[src/rtl/seq_mult_unit.sv]
// Shift-add sequential multiplier, one multiplier bit per clock, signed or unsigned
// per transaction, with valid/ready handshakes on operands and product.
module seq_mult_unit #(
  parameter int WIDTH = 8,
  parameter int CNT_W = $clog2(WIDTH + 1)
) (
  input  logic               clk,
  input  logic               rst,
  input  logic               in_valid,
  output logic               in_ready,
  input  logic [WIDTH-1:0]   md,
  input  logic [WIDTH-1:0]   mr,
  input  logic               sgn,
  output logic               out_valid,
  input  logic               out_ready,
  output logic [2*WIDTH-1:0] product,
  output logic               busy
);

  typedef enum logic [1:0] {IDLE, RUN, FIX, DONE} state_t;

  state_t               state_q, state_d;
  logic [CNT_W-1:0]     cnt_q, cnt_d;
  logic [WIDTH:0]       a_q, a_d;
  logic [WIDTH-1:0]     p_q, p_d;
  logic [WIDTH-1:0]     md_q, md_d;
  logic                 neg_q, neg_d;
  logic [2*WIDTH-1:0]   product_q, product_d;

  logic [WIDTH-1:0]     md_mag, mr_mag;
  logic [WIDTH:0]       sum;
  logic [2*WIDTH-1:0]   full;

  always_ff @(posedge clk) begin
    if (rst) begin
      state_q   <= IDLE;
      cnt_q     <= '0;
      a_q       <= '0;
      p_q       <= '0;
      md_q      <= '0;
      neg_q     <= 1'b0;
      product_q <= '0;
    end else begin
      state_q   <= state_d;
      cnt_q     <= cnt_d;
      a_q       <= a_d;
      p_q       <= p_d;
      md_q      <= md_d;
      neg_q     <= neg_d;
      product_q <= product_d;
    end
  end

  always_comb begin
    state_d   = state_q;
    cnt_d     = cnt_q;
    a_d       = a_q;
    p_d       = p_q;
    md_d      = md_q;
    neg_d     = neg_q;
    product_d = product_q;

    // The most negative value negates to itself, which read unsigned is its magnitude.
    md_mag = (sgn && md[WIDTH-1]) ? -md : md;
    mr_mag = (sgn && mr[WIDTH-1]) ? -mr : mr;
    sum    = a_q + {1'b0, (p_q[0] ? md_q : {WIDTH{1'b0}})};
    full   = {a_q[WIDTH-1:0], p_q};

    unique case (state_q)
      IDLE: begin
        if (in_valid) begin
          md_d    = md_mag;
          p_d     = mr_mag;
          a_d     = '0;
          cnt_d   = '0;
          neg_d   = sgn & (md[WIDTH-1] ^ mr[WIDTH-1]);
          state_d = RUN;
        end
      end
      RUN: begin
        // Add and shift fused: the sum's carry lands in A's MSB before the shift.
        a_d   = {1'b0, sum[WIDTH:1]};
        p_d   = {sum[0], p_q[WIDTH-1:1]};
        cnt_d = cnt_q + CNT_W'(1);
        if (cnt_q == CNT_W'(WIDTH - 1)) state_d = FIX;
      end
      FIX: begin
        product_d = neg_q ? -full : full;
        state_d   = DONE;
      end
      DONE: begin
        if (out_ready) state_d = IDLE;
      end
      default: state_d = IDLE;
    endcase
  end

  assign in_ready  = (state_q == IDLE);
  assign out_valid = (state_q == DONE);
  assign busy      = (state_q != IDLE);
  assign product   = product_q;

endmodule

[config.mk]
export PLATFORM = sky130hd
export DESIGN_NAME = seq_mult_unit
export DESIGN_NICKNAME = d
export VERILOG_FILES = /design/src/rtl/seq_mult_unit.sv
export SDC_FILE = /design/constraint.sdc
export NUM_CORES = 1
export LEC_CHECK = 0
export ABC_CLOCK_PERIOD_IN_PS = 6400
export CAP_MARGIN = 5
export CORE_MARGIN = 2
export CORE_UTILIZATION = 50
export DETAILED_ROUTE_END_ITERATION = 10
export GPL_TIMING_DRIVEN = 0
export MAX_ROUTING_LAYER = met4
export PLACE_DENSITY = 0.74
export SYNTH_ARGS = -nofsm -noshare
export SYNTH_HDL_FRONTEND = slang
export SYNTH_SLANG_ARGS = --single-unit
[constraint.sdc]
create_clock -name clk -period 6.4 [get_ports clk]
set_input_delay 1.28 -clock clk [delete_from_list [all_inputs] [get_ports clk]]
set_output_delay 1.28 -clock clk [all_outputs]
set_load 0.005 [all_outputs]
==> metrics.txt, run 1 <==
post-CTS setup buffer count 0; post-layout min period 3140 ps; row count 27; Rel. slew slack 0.522; CP Class primary input to flop; Num CTS Buffers 5; GR Overflow Total 0; share of layout cells above drive strength 1 0.0278; Slowest-stage cell, CP a21oi_1; vias 2595; Hold Startpoint md_q[0]; fin util 0.618; Hold WC Path Type flop to flop; Post-DP HPWL 4910 µm; asr flop ratio synth 0; Slew @ Worst Pin 717 ps; Die ar. 6230 µm²; synth warn 0; initial drt markers 108; max incr delay on CP 600 ps; TritonCTS clock tree built; EDFF count, synth 0; data arrival time of the critical path 3370 ps; DRC errors left 0; commonest non-fill, non-tap cells in the layout dfxtp_1 (47), nor2_1 (46), clkdlybuf4s50_1 (38), a21oi_1 (26), nand2_1 (25); Syn Inst Count 350; clk_lat worst skew 300 ps; pre-CTS setup slack 2980 ps; CTS clk-pin slew, worst paths 90 ps; max-slew violation count 0; sequential share of the synthesized area 0.335; status complete, no violations; crit-path cells clkdlybuf4s50_1 > and2_1 > clkbuf_1 > a21oi_1 > clkbuf_1 > a22oi_1 > nor2_1; DRT Pass-1 Iters 4; crit share post-route 0.490; f_max 0.319 GHz; Post-Route WL 6420 µm; PD cells 342 nW/µm²; vias in the first global route 2352; clk sinks 47; startpoint types primary input; CP max FO 10; Max clock buf depth 2; syn avg cell area 8.01 µm²; CP most frequent cell clkbuf_1; nets@finish 433; syn nets 388; Main synth FF type dfxtp_1; die width 78.9 µm; CTS H-tree lvls 2; max_cap viols 0; final setup vio count 0; port bufs 38; TNS Setup 0 ps; Crit path max-delay family buffers and inverters; Worst Path Buf+Inv 3; CTS Hold Bufs 0; Worst EP required 6640 ps; Root Buffer clkbuf_8; Die Height 78.9 µm; gpl congestion 0.885; pin count of the biggest net entering global routing 15; final hold violation count 0; initial antenna violation count 0; post-route cell area 3380 µm²; P_leak 1.27 nW; worst r2r src state_q[0]; starting density of the core 0.513; crit end category flop; Tot Pwr 0.00116 W; Resized cells post-CTS 0; worst ir drop on vdd 0.254 mV; wire per inst 13.8 µm; Routed Antenna Nets 0; total track usage 0.220; num ports 40; area delta synth->final 20.6%; Cell Area, Synth 2810 µm²; antenna cells 0; Final WS setup 3260 ps; RSZ-0062 raised after global routing no; post-synthesis cell type count 46; flops & latches, synth 47; most common cell after layout, fill and taps aside dfxtp_1; first-pass GRT wire length 10700 µm; routed vias/inst 5.56; clk_skew 10.3 ps; DP Area 3280 µm²; CORE AREA 5470 µm²; CP Launch Point in_valid
flip-flops by register name (all words and copies together), names as in the netlist:
name	flops
p_q	8
state_q	2
neg_q	1
cnt_q	4
a_q	8
md_q	8
product	16
worst paths after layout:
kind / depth (start not counted) / endpoint / slack [ps]
worst max-delay path: 7 / a_q[1] / 3260
worst min-delay path: 2 / md_q[0] / 470
worst max register to register: 8 / a_q[1] / 3950
worst min register to register: 2 / md_q[0] / 470
metal layers:
layer	vias to the layer above	GRT usage	wire, µm
met4	0	0.0586	51
li1	1327	-	-
met2	51	0.350	2970
met1	1212	0.299	3130
met3	5	0.0273	278
met5	-	-	0
cell usage after synthesis, types with 6 or more instances:
cell type,instances,area (µm²)
nor2_1,46,173
nor3_1,9,45.0
dfxtp_1,47,941
ha_1,16,200
a22oi_1,6,45.0
nand2_1,25,93.8
inv_1,13,48.8
nand3_1,7,35.0
nand2b_1,8,50.1
o21ai_0,14,70.1
clkbuf_1,17,63.8
xnor2_1,13,114
a211oi_1,14,105
xor2_1,11,96.3
mux2i_1,8,80.1
a21oi_1,26,130
and2_1,10,62.6
final cells by class:
cell class | count | area [µm²]
plain buffers | 19 | 72.6
clock buffers | 5 | 68.8
clock inverters | 2 | 37.5
fillers | 527 | 2090
inverters | 14 | 52.6
multi-input cells | 270 | 1740
flip-flops and latches | 47 | 941
well taps | 72 | 90.1
repair buffers | 38 | 380
through the flow:
stage / hold WS (ps) / std cells
after CTS: 465 / 467
after global routing: 495 / 467
after global placement: 443 / 460
after floorplan: 432 / 350
after detailed placement: 450 / 460
final: 469 / 467
worst register-to-register path: cells and delay by family, from the launching register on:
| family | cells | cell delay, ps |
|---|---|---|
| DFF | 1 | 410 |
| adders and majority gates | 1 | 260 |
| AOI/OAI and AO/OA | 2 | 770 |
| and+or+nand+nor | 2 | 260 |
| buffers and inverters | 3 | 700 |
cells by family (layout without fill, tap and decap cells):
logic type	Yosys count	count (layout)	share of synthesized area
adder cells (fa/ha/maj)	17	17	0.0785
XOR/XNOR	24	24	0.0749
AND/OR/NAND/NOR	127	127	0.219
AO/OA/AOI/OAI	94	94	0.219
flip-flops	47	47	0.335
buffers and inverters	33	78	0.0446
multiplexers	8	8	0.0285
report_power, final:
part | leakage, nW | internal, W | switching (W)
logic | 0.840 | 0.000234 | 0.000302
clock network | 0.0502 | 0.000114 | 0.0000999
registers | 0.383 | 0.000356 | 0.0000515
total | 1.27 | 0.000703 | 0.000454
No activity file was read; power rests on OpenSTA's default activity.
==> run 2: changes to the inputs <==
--- a/config.mk
+++ b/config.mk
@@ -5,7 +5,7 @@
 export SDC_FILE = /design/constraint.sdc
 export NUM_CORES = 1
 export LEC_CHECK = 0
-export ABC_CLOCK_PERIOD_IN_PS = 6400
+export ABC_CLOCK_PERIOD_IN_PS = 3300
 export CAP_MARGIN = 5
 export CORE_MARGIN = 2
 export CORE_UTILIZATION = 50
==> constraint.sdc (replaced) <==
create_clock -name clk -period 3.3 [get_ports clk]
set_input_delay 0.66 -clock clk [delete_from_list [all_inputs] [get_ports clk]]
set_output_delay 0.66 -clock clk [all_outputs]
set_load 0.005 [all_outputs]
==> results of run 2 <==
The final DEF is identical to that of run 1. Status: complete, no violations.
Main changes from that run: setup slack after placement 2980 ps -> 502 ps; setup slack after layout 3260 ps -> 785 ps; register-to-register setup slack 3950 ps -> 850 ps; total power 0.00116 W -> 0.00224 W; worst IR drop on VDD 0.254 mV -> 0.492 mV
